===== src/rtl/debug_pkg.sv =====
// Shared debug-subsystem types: DM register map, JTAG TAP states, DTM IR codes
// and DMI op/status encodings.
package debug_pkg;

    typedef enum logic [6:0] {
        DM_DATA0      = 7'h04,
        DM_DATA1      = 7'h05,
        DM_DMCONTROL  = 7'h10,
        DM_DMSTATUS   = 7'h11,
        DM_HARTINFO   = 7'h12,
        DM_ABSTRACTCS = 7'h16,
        DM_COMMAND    = 7'h17,
        DM_SBCS       = 7'h38
    } dm_addresses_e;

    typedef enum logic [3:0] {
        TLR, RTI,
        SEL_DR, CAP_DR, SH_DR, EX1_DR, PAU_DR, EX2_DR, UPD_DR,
        SEL_IR, CAP_IR, SH_IR, EX1_IR, PAU_IR, EX2_IR, UPD_IR
    } tap_state_e;

    typedef enum logic [4:0] {
        IR_IDCODE = 5'h01,
        IR_DTMCS  = 5'h10,
        IR_DMI    = 5'h11,
        IR_BYPASS = 5'h1f
    } dtm_ir_e;

    typedef enum logic [1:0] {
        REQ_IDLE, REQ_REQ, REQ_WAIT
    } req_state_e;

    localparam logic [1:0] DMI_NOP = 2'd0;
    localparam logic [1:0] DMI_RD  = 2'd1;
    localparam logic [1:0] DMI_WR  = 2'd2;

    localparam logic [1:0] DMISTAT_OK   = 2'd0;
    localparam logic [1:0] DMISTAT_BUSY = 2'd3;

    // IEEE 1149.1 TAP state transition on a TCK rising edge.
    function automatic tap_state_e tap_next(input tap_state_e s, input logic tms);
        case (s)
            TLR:     return tms ? TLR    : RTI;
            RTI:     return tms ? SEL_DR : RTI;
            SEL_DR:  return tms ? SEL_IR : CAP_DR;
            CAP_DR:  return tms ? EX1_DR : SH_DR;
            SH_DR:   return tms ? EX1_DR : SH_DR;
            EX1_DR:  return tms ? UPD_DR : PAU_DR;
            PAU_DR:  return tms ? EX2_DR : PAU_DR;
            EX2_DR:  return tms ? UPD_DR : SH_DR;
            UPD_DR:  return tms ? SEL_DR : RTI;
            SEL_IR:  return tms ? TLR    : CAP_IR;
            CAP_IR:  return tms ? EX1_IR : SH_IR;
            SH_IR:   return tms ? EX1_IR : SH_IR;
            EX1_IR:  return tms ? UPD_IR : PAU_IR;
            PAU_IR:  return tms ? EX2_IR : PAU_IR;
            EX2_IR:  return tms ? UPD_IR : SH_IR;
            UPD_IR:  return tms ? SEL_DR : RTI;
            default: return TLR;
        endcase
    endfunction

endpackage


===== src/rtl/dbg_jtag_tap.sv =====
// Oversampled JTAG TAP: pin synchronizers, tck edge strobes, TAP state machine
// and the instruction register.
module dbg_jtag_tap
    import debug_pkg::*;
#(
    parameter int SYNC_STAGES = 2
) (
    input  logic       clk_i,
    input  logic       rst_ni,
    input  logic       tck_i,
    input  logic       tms_i,
    input  logic       tdi_i,
    input  logic       trst_ni,
    output logic       tck_fall,
    output logic       tdi,
    output logic       cap_dr,
    output logic       sh_dr,
    output logic       upd_dr,
    output logic       shift_ir,
    output logic       shift_dr,
    output logic       ir_lsb,
    output logic [4:0] ir
);

    // tck carries one extra flop so both edges come from synchronized samples.
    logic [SYNC_STAGES:0]   tck_sync;
    logic [SYNC_STAGES-1:0] tms_sync, tdi_sync, trst_sync;
    logic                   tck_rise, tms, trst;
    tap_state_e             state;
    logic [4:0]             ir_sr;

    always_ff @(posedge clk_i or negedge rst_ni) begin
        if (!rst_ni) begin
            tck_sync  <= '0;
            tms_sync  <= '0;
            tdi_sync  <= '0;
            trst_sync <= '0;
        end else begin
            tck_sync  <= {tck_sync[SYNC_STAGES-1:0], tck_i};
            tms_sync  <= {tms_sync[SYNC_STAGES-2:0], tms_i};
            tdi_sync  <= {tdi_sync[SYNC_STAGES-2:0], tdi_i};
            trst_sync <= {trst_sync[SYNC_STAGES-2:0], trst_ni};
        end
    end

    assign tck_rise = tck_sync[SYNC_STAGES-1] & ~tck_sync[SYNC_STAGES];
    assign tck_fall = ~tck_sync[SYNC_STAGES-1] & tck_sync[SYNC_STAGES];
    assign tms      = tms_sync[SYNC_STAGES-1];
    assign tdi      = tdi_sync[SYNC_STAGES-1];
    assign trst     = ~trst_sync[SYNC_STAGES-1];

    always_ff @(posedge clk_i or negedge rst_ni) begin
        if (!rst_ni) begin
            state <= TLR;
            ir    <= IR_IDCODE;
            ir_sr <= '0;
        end else if (trst) begin
            state <= TLR;
            ir    <= IR_IDCODE;
        end else begin
            if (tck_rise) begin
                state <= tap_next(state, tms);
                case (state)
                    CAP_IR:  ir_sr <= 5'b00001;
                    SH_IR:   ir_sr <= {tdi, ir_sr[4:1]};
                    UPD_IR:  ir    <= ir_sr;
                    default: ;
                endcase
            end
            if (state == TLR)
                ir <= IR_IDCODE;
        end
    end

    assign cap_dr   = tck_rise && (state == CAP_DR);
    assign sh_dr    = tck_rise && (state == SH_DR);
    assign upd_dr   = tck_rise && (state == UPD_DR);
    assign shift_ir = (state == SH_IR);
    assign shift_dr = (state == SH_DR);
    assign ir_lsb   = ir_sr[0];

endmodule


===== src/rtl/dbg_dtm_jtag.sv =====
// RISC-V 0.13 JTAG DTM: IDCODE/DTMCS/DMI/BYPASS data registers and the DMI
// request sequencer that turns DMI scans into single-cycle read/write pulses.
module dbg_dtm_jtag
    import debug_pkg::*;
#(
    parameter logic [31:0] IDCODE      = 32'h1000_0A6D,
    parameter int          ABITS       = 7,
    parameter int          SYNC_STAGES = 2
) (
    input  logic             clk_i,
    input  logic             rst_ni,
    input  logic             tck_i,
    input  logic             tms_i,
    input  logic             tdi_i,
    input  logic             trst_ni,
    output logic             tdo_o,
    output logic             tdo_oe_o,
    output logic             dmi_wr_o,
    output logic             dmi_rd_o,
    output logic [ABITS-1:0] dmi_ad_o,
    output logic [31:0]      dmi_do_o,
    input  logic [31:0]      dmi_di_i
);

    localparam int DMI_W = ABITS + 34;

    logic             tck_fall, tdi, cap_dr, sh_dr, upd_dr, shift_ir, shift_dr, ir_lsb;
    logic [4:0]       ir;
    logic [DMI_W-1:0] dr_sr, dr_cap, dr_shift;
    logic [31:0]      rdata, dtmcs_cap;
    logic [1:0]       dmistat, cap_stat, dmi_op;
    req_state_e       req_q;
    logic             pending;

    dbg_jtag_tap #(.SYNC_STAGES(SYNC_STAGES)) u_tap (
        .clk_i    (clk_i),
        .rst_ni   (rst_ni),
        .tck_i    (tck_i),
        .tms_i    (tms_i),
        .tdi_i    (tdi_i),
        .trst_ni  (trst_ni),
        .tck_fall (tck_fall),
        .tdi      (tdi),
        .cap_dr   (cap_dr),
        .sh_dr    (sh_dr),
        .upd_dr   (upd_dr),
        .shift_ir (shift_ir),
        .shift_dr (shift_dr),
        .ir_lsb   (ir_lsb),
        .ir       (ir)
    );

    assign pending   = (req_q != REQ_IDLE);
    // A scan that captures while a request is in flight reports busy without making it sticky.
    assign cap_stat  = pending ? DMISTAT_BUSY : dmistat;
    assign dtmcs_cap = {14'd0, 1'b0, 1'b0, 1'b0, 3'd1, dmistat, 6'(ABITS), 4'd1};
    assign dmi_op    = dr_sr[1:0];

    always_comb begin
        dr_cap   = '0;
        dr_shift = dr_sr >> 1;
        case (ir)
            IR_IDCODE: begin
                dr_cap       = {{(DMI_W-32){1'b0}}, IDCODE | 32'd1};
                dr_shift[31] = tdi;
            end
            IR_DTMCS: begin
                dr_cap       = {{(DMI_W-32){1'b0}}, dtmcs_cap};
                dr_shift[31] = tdi;
            end
            IR_DMI: begin
                dr_cap             = {dmi_ad_o, rdata, cap_stat};
                dr_shift[DMI_W-1]  = tdi;
            end
            default: dr_shift = {{(DMI_W-1){1'b0}}, tdi};
        endcase
    end

    always_ff @(posedge clk_i or negedge rst_ni) begin
        if (!rst_ni) begin
            tdo_o    <= 1'b0;
            tdo_oe_o <= 1'b0;
        end else begin
            tdo_oe_o <= shift_ir | shift_dr;
            if (tck_fall)
                tdo_o <= shift_ir ? ir_lsb : dr_sr[0];
        end
    end

    always_ff @(posedge clk_i or negedge rst_ni) begin
        if (!rst_ni) begin
            dr_sr    <= '0;
            rdata    <= '0;
            dmistat  <= DMISTAT_OK;
            req_q    <= REQ_IDLE;
            dmi_wr_o <= 1'b0;
            dmi_rd_o <= 1'b0;
            dmi_ad_o <= '0;
            dmi_do_o <= '0;
        end else begin
            dmi_wr_o <= 1'b0;
            dmi_rd_o <= 1'b0;

            case (req_q)
                REQ_REQ:  req_q <= dmi_rd_o ? REQ_WAIT : REQ_IDLE;
                REQ_WAIT: begin
                    rdata <= dmi_di_i;
                    req_q <= REQ_IDLE;
                end
                default: ;
            endcase

            if (cap_dr)
                dr_sr <= dr_cap;
            else if (sh_dr)
                dr_sr <= dr_shift;

            if (upd_dr && ir == IR_DTMCS) begin
                if (dr_sr[17]) begin
                    dmistat <= DMISTAT_OK;
                    req_q   <= REQ_IDLE;
                end else if (dr_sr[16]) begin
                    dmistat <= DMISTAT_OK;
                end
            end else if (upd_dr && ir == IR_DMI && dmistat == DMISTAT_OK) begin
                if (pending) begin
                    dmistat <= DMISTAT_BUSY;
                end else begin
                    case (dmi_op)
                        DMI_RD: begin
                            dmi_rd_o <= 1'b1;
                            dmi_ad_o <= dr_sr[DMI_W-1:34];
                            req_q    <= REQ_REQ;
                        end
                        DMI_WR: begin
                            dmi_wr_o <= 1'b1;
                            dmi_ad_o <= dr_sr[DMI_W-1:34];
                            dmi_do_o <= dr_sr[33:2];
                            req_q    <= REQ_REQ;
                        end
                        default: ;
                    endcase
                end
            end
        end
    end

endmodule


===== config.mk =====
export PLATFORM = sky130hd
export DESIGN_NAME = dbg_dtm_jtag
export DESIGN_NICKNAME = d
export VERILOG_FILES = /design/src/rtl/debug_pkg.sv /design/src/rtl/dbg_jtag_tap.sv /design/src/rtl/dbg_dtm_jtag.sv
export SDC_FILE = /design/constraint.sdc
export NUM_CORES = 1
export LEC_CHECK = 0
export BUFFER_PORTS_ARGS = -buffer_cell sky130_fd_sc_hd__buf_2
export CORE_MARGIN = 3
export CORE_UTILIZATION = 50
export CTS_BUF_LIST = sky130_fd_sc_hd__clkbuf_2
export DETAILED_ROUTE_END_ITERATION = 12
export PLACE_DENSITY = 0.71
export REMOVE_ABC_BUFFERS = 1
export SYNTH_ARGS = -nofsm -noshare
export SYNTH_HDL_FRONTEND = slang
export SYNTH_HIERARCHICAL = 1
export SYNTH_SLANG_ARGS = --single-unit

===== constraint.sdc =====
create_clock -name clk_i -period 3.6 [get_ports clk_i]
set_input_delay 0.36 -clock clk_i [delete_from_list [all_inputs] [get_ports clk_i]]
set_output_delay 0.36 -clock clk_i [all_outputs]
set_load 0.1 [all_outputs]

Word-level counts from Yosys, hierarchy flattened
Index checks and enable logic that the tools add are counted.

operators by class
  eq/ne operators = 26
  multiplexer cells = 48
  bitwise operators = 7
  reductions and logical operators = 23

operators with widths
  cell                                                              count
  41-bit one-hot mux with 3 select lines                            1
  41-bit two-way mux                                                2
  4-bit one-hot mux with 12 select lines                            1
  4-bit == test (second input constant)                             8
  31-bit two-way mux                                                1
  2-bit two-way mux                                                 14
  4-bit two-way mux                                                 6
  5-bit two-way mux                                                 4
  4-bit by 3-bit == test with 1-bit output (second input constant)  4
  1-bit two-way mux                                                 13
  5-bit == test (second input constant)                             2
  5-bit one-hot mux with 2 select lines                             1
  3-bit inequality test (second input constant)                     3
  4-bit by 2-bit == test with 1-bit output (second input constant)  2
  8-bit two-way mux                                                 1
  4-bit AND reduction                                               2
  2-bit nonzero test                                                4
  2-bit OR reduction                                                4
  1-bit logical AND                                                 6
  3-bit two-way mux                                                 2
  3-bit OR reduction                                                2
  5-bit by 1-bit == test with 1-bit output (second input constant)  1
  2-bit by 1-bit == test with 1-bit output (second input constant)  2
  2-bit == test (second input constant)                             2
  other kinds (11)                                                  16

storage, ports and cells
  bits in registers = 143
  output and inout port bits = 43

Depth between registers and ports, before layout
  depth after elaboration = 7
  gate-level depth with buffers = 9
  depth with buffers taken out = 7

Cells and area by module
Netlist, hierarchy kept.

modules (own cells, without submodules)
  module        times used  cells each  area an instance (um^2)  sequential area each (um^2)
  dbg_dtm_jtag  1           389         5097.4                   3002.9
  dbg_jtag_tap  1           105         1074.8                   576.8

Worst setup path before layout
OpenSTA, ideal clock, no wires.

  kind = register to register
  from = reg u_tap.state[0]
  to = reg dr_sr[1]
  setup time = 76 ps
  arrival = 2429 ps
  data required time = 3524 ps
  path slack = 1095 ps
  cell stages (with the launch flop) = 9
  path buffers = 3
  cells stage by stage = dfrtp_1 > buf_2 > buf_2 > nor4_1 > nand2b_1 > nor3b_2 > buf_6 > a22oi_1 > o21ai_1

between the ends
  cells in the longest elaborated chain, start to end = 3
  elaborated cells between the ends (all ways) = 6
  classes of those cells = eq/ne: 2; mux: 1; reduce/logical: 3

RTL lines
  element                                   line                 RTL
  from (decl)                               dbg_jtag_tap.sv:29   tap_state_e state;
  from (signal assigned)                    dbg_jtag_tap.sv:62   state <= tap_next(state, tms);
  4-bit by 3-bit == test with 1-bit output  dbg_jtag_tap.sv:76   assign sh_dr = tck_rise && (state == SH_DR);
  1-bit logical AND                         dbg_jtag_tap.sv:76
  named net sh_dr                           dbg_dtm_jtag.sv:27   logic tck_fall, tdi, cap_dr, sh_dr, upd_dr, shift_ir, shift_dr, ir_lsb;
  2-bit nonzero test (no line)              -
  to (signal assigned)                      dbg_dtm_jtag.sv:114  dr_sr <= dr_cap;
  to (signal assigned)                      dbg_dtm_jtag.sv:116  dr_sr <= dr_shift;
  to (decl)                                 dbg_dtm_jtag.sv:29   logic [DMI_W-1:0] dr_sr, dr_cap, dr_shift;

The timed path passes the listed nets, and every way through them passes these cells.
A chain may end at the register's enable or synchronous reset.

Final worst setup path
  from = reg u_tap.state[3]
  to = reg dmi_do_o[8]

between the ends
  cells in the longest elaborated chain, start to end = 5
  elaborated cells between the ends (all ways) = 7
  classes of those cells = eq/ne: 1; bitwise: 1; reduce/logical: 5

RTL lines
  element                                         line                                      RTL
  4-bit == test *                                 dbg_jtag_tap.sv:77                        assign upd_dr = tck_rise && (state == UPD_DR);
  1-bit logical AND *                             dbg_jtag_tap.sv:77
  named net upd_dr                                dbg_dtm_jtag.sv:27
  1-bit logical AND, on equally long branches     dbg_dtm_jtag.sv:125, dbg_dtm_jtag.sv:118
  1-bit logical AND or 1-bit NOT (tied branches)  -
  4-bit AND reduction (no line) *                 -
  to (signal assigned)                            dbg_dtm_jtag.sv:138                       dmi_do_o <= dr_sr[33:2];
  to (decl)                                       dbg_dtm_jtag.sv:21                        output logic [31:0] dmi_do_o,

The timed path passes the listed nets; every way through them passes the cells marked *.

==> qor.csv <==
stage,metric,value,unit
status,status,finished clean,
critical_path,critical path launch point,u_tap/state[3],
hold_path,Worst Hold Launch,trst_ni,
synthesis,"Distinct cells, synth",52,
synthesis,largest family of logic cells by synthesized area,multiplexers,
synthesis,mux contribution to synthesized area,15.4,%
synthesis,leading post-synthesis cells by cell area,"dfrtp_1, mux2_4, mux2_2, nand2_1, a22oi_1",
final_layout,Sequential Area,3580,sq um
sta,worst setup margin,0.767,ns
synthesis,Synth Flop Type,dfrtp_1,
clocking,"Reg clk slew, reported paths",0.18,ns
final_layout,Area Overhead vs Synth,18.1,%
sta,clock skew,0.0266,ns
critical_path,Setup CP Type,flop to flop,
synthesis,Post-Syn Area,6170,sq um
clocking,CTS max path bufs,2,
synthesis,Synth Area in XOR/XNOR,0.284,%
critical_path,Crit. End Element,flop,
synthesis,number of synthesized flops with an enable pin,0,
sta,slew margin rel.,43.6,%
placed_design,DP Worst Slack,0.807,ns
critical_path,Reg-to-Reg Start,u_tap/state[3],
routing,remaining antenna violation count,0,
sta,RSZ-0062 raised after global routing,false,
critical_path,worst-case reg-to-reg path depth,6,
critical_path,largest fanout on the critical path,32,
die,FP Rows,39,
routing,Routed WL per cell,16.4,um
final_layout,layout cells sized above 1,31.8,%
clocking,CTS buffer count,17,
clocking,TritonCTS clock tree,yes,
die,core region area,11800,sq um
global_routing,GRT Residual Overflow,0,
placed_design,DP HPWL,8370,um
critical_path,crit start category,flop,
placed_design,routability cong.,0.824,
synthesis,cell taking the most area after synthesis,dfrtp_1,
final_layout,fin cells,784,
sta,"Hold Vio Cnt, Final",0,
synthesis,area share of the largest cell type after synthesis,57.6,%
synthesis,Synth Area in Simple Gates,10.5,%
sta,Period minus WS final,2.83,ns
sta,Max Clk Rate,0.353,GHz
routing,detailed-route via count,4212,
synthesis,Synth Area in Adders,1.22,%
die,Initial Utilization,52.5,%
die,Die Footprint,13700,sq um
global_routing,first-pass GRT wire length,21000,um
routing,final WL,12800,um
clocking,Clock Latency Late Sink,0.72,ns
final_layout,diode count,0,
sta,Worst Tran Pin Value,0.846,ns
synthesis,Synth Area in Compound Gates,10.9,%
clocking,Root Driver,clkbuf_2,
run,Max Cap Viol,0,
die,DIE HEIGHT,117,um
routing,first-iteration detailed-routing DRC count,225,
synthesis,Avg Inst Size Synth,12.5,sq um
routing,DRC viols,0,
routing,vias per cell,5.37,
hold_path,Hold Crit Class,input pin to flop,
clocking,Clock Sinks,143,
synthesis,ys async rst share,100,%
clocking,cts hold-fix bufs,37,
die,die width,117,um
pwr,worst vdd ir,0.271,mV
final_layout,area of the multi-input gates,2370,sq um
sta,setup TNS,0,ns
global_routing,Total GRT Usage,20.0,%
critical_path,CP arrival,3.43,ns
final_layout,filler cell count,936,
clocking,Post-CTS Resized,0,
pwr,Leakage,0.00382,uW
clocking,H-tree depth,4,
global_routing,number of global-route vias before repair,4181,
global_routing,largest net degree at the start of global routing,94,
placed_design,dpl cells,717,
sta,Slew Limit Fails,0,
global_routing,initial antenna violation count,0,
critical_path,Critical Path RT,4.20,ns
pwr,total power density per cell area,380,nW/um^2
sta,fin crit share,78.7,%
synthesis,YS warnings,6,
routing,DR pass1 iterations,5,
die,io pins,81,
placed_design,Port Buf Inserts,80,
hold_path,hold path cells,2,
synthesis,register area share after synthesis,58.0,%
clocking,Setup Buffers After CTS,0,
sta,final setup fails,0,
final_layout,final-stage net count,653,
synthesis,Yosys reg bits,143,
synthesis,Mapped Cells,494,
[critical path, cell delays in order, from the launching register on]
cell and delay [ns]:
dfrtp_1 0.62, nand2b_1 0.23, nor4_1 0.40, and3b_1 0.23, and3_4 0.23, nand3_4 0.49, mux2_4 0.50
[cell type report]
| type | count | area share (%) |
|---|---|---|
| clock buffer | 20 | 1.37 |
| clock inverter | 10 | 1.66 |
| inverter | 14 | 0.721 |
| multi-input combinational | 307 | 32.6 |
| sequential | 143 | 49.1 |
| tap | 164 | 2.81 |
| timing repair buffer | 126 | 11.8 |
[logic make-up (layout without fill, tap and decap cells)]
family | after synthesis | in the layout
flops | 143 | 143
buf+inv | 44 | 170
mux | 75 | 75
fa+ha+maj | 6 | 6
compound gates | 93 | 93
simple gates | 131 | 131
xor+xnor | 2 | 2
[sequential cells by signal (all words and copies together), names as in the netlist]
signal and cells:
u_tap/trst_sync 2, u_tap/tck_sync 3, u_tap/tdi_sync 2, u_tap/ir_sr 5
dmi_do_o 32, dmistat 2, req_q 2, dmi_wr_o 1
dmi_rd_o 1, tdo_oe_o 1, u_tap/ir 5, rdata 32
u_tap/tms_sync 2, dr_sr 41, dmi_ad_o 7, tdo_o 1
u_tap/state 4
[worst paths after layout]
path | endpoint | slack [ns]
min in group asynchronous | dr_sr[36] | 0.29
setup reg to reg | dmi_do_o[8] | 0.77
hold reg to reg | u_tap/tms_sync[1] | 0.38
setup / recovery | dmi_do_o[8] | 0.77
max in group asynchronous | dr_sr[16] | 2.55
hold / removal | u_tap/trst_sync[0] | 0.27
[cells in the final DEF, fill, tap and decap left out, types with 8 or more instances in the layout]
master and instances:
buf_2 79, inv_1 14, nand3_1 9, nand2_1 71, buf_4 8, mux2_2 39
dfrtp_1 142, mux2_4 30, o21ai_0 18, clkbuf_2 20, dlygate4sd3_1 37, nor2b_1 11
nor2_1 12, a21oi_1 11, a22oi_1 30
[synth_stat cells, types with 3 or more instances]
cell,n
clkbuf_1,8
nor4_1,3
buf_6,6
o21ai_0,18
nand4_1,3
and3_1,4
ha_1,6
buf_2,15
o2111ai_1,3
nand2_1,71
a32o_1,3
a22oi_1,30
nand2b_1,5
dfrtp_1,142
nor2b_1,11
nand3_1,9
a21oi_1,11
a31oi_1,5
inv_1,14
nor2_1,13
mux2_2,39
mux2i_1,6
a221o_1,5
mux2_4,30
[routing by layer]
| layer | vias up | wire length, um | global-route usage, % | part of all wire [%] |
|---|---|---|---|---|
| met5 | - | 0 | 0 | 0 |
| met4 | 0 | 161 | 6.57 | 1.3 |
| met3 | 16 | 690 | 6.53 | 5.4 |
| met2 | 123 | 6110 | 29.7 | 48 |
| met1 | 2085 | 5870 | 27.9 | 46 |
| li1 | 1988 | - | - | - |
[report_power, final]
| group | switching, uW | internal [uW] |
|---|---|---|
| clock network | 533 | 377 |
| registers | 42.6 | 1640 |
| logic | 91.7 | 83.5 |
| total | 667 | 2100 |
[metrics by stage]
stage               utilization (%)  total power, uW  hold slack, ns  cell area (sq um)
CTS                            62.0             2800           0.209               7290
floorplan                         -             1780          0.0644               5990
global route                   62.0             2900           0.192               7290
detailed placement             57.0             1860           0.338               6700
finish                         62.0             2770           0.274               7290
global placement               57.0             1850           0.335               6700
Power figures use the tool's default switching activity.
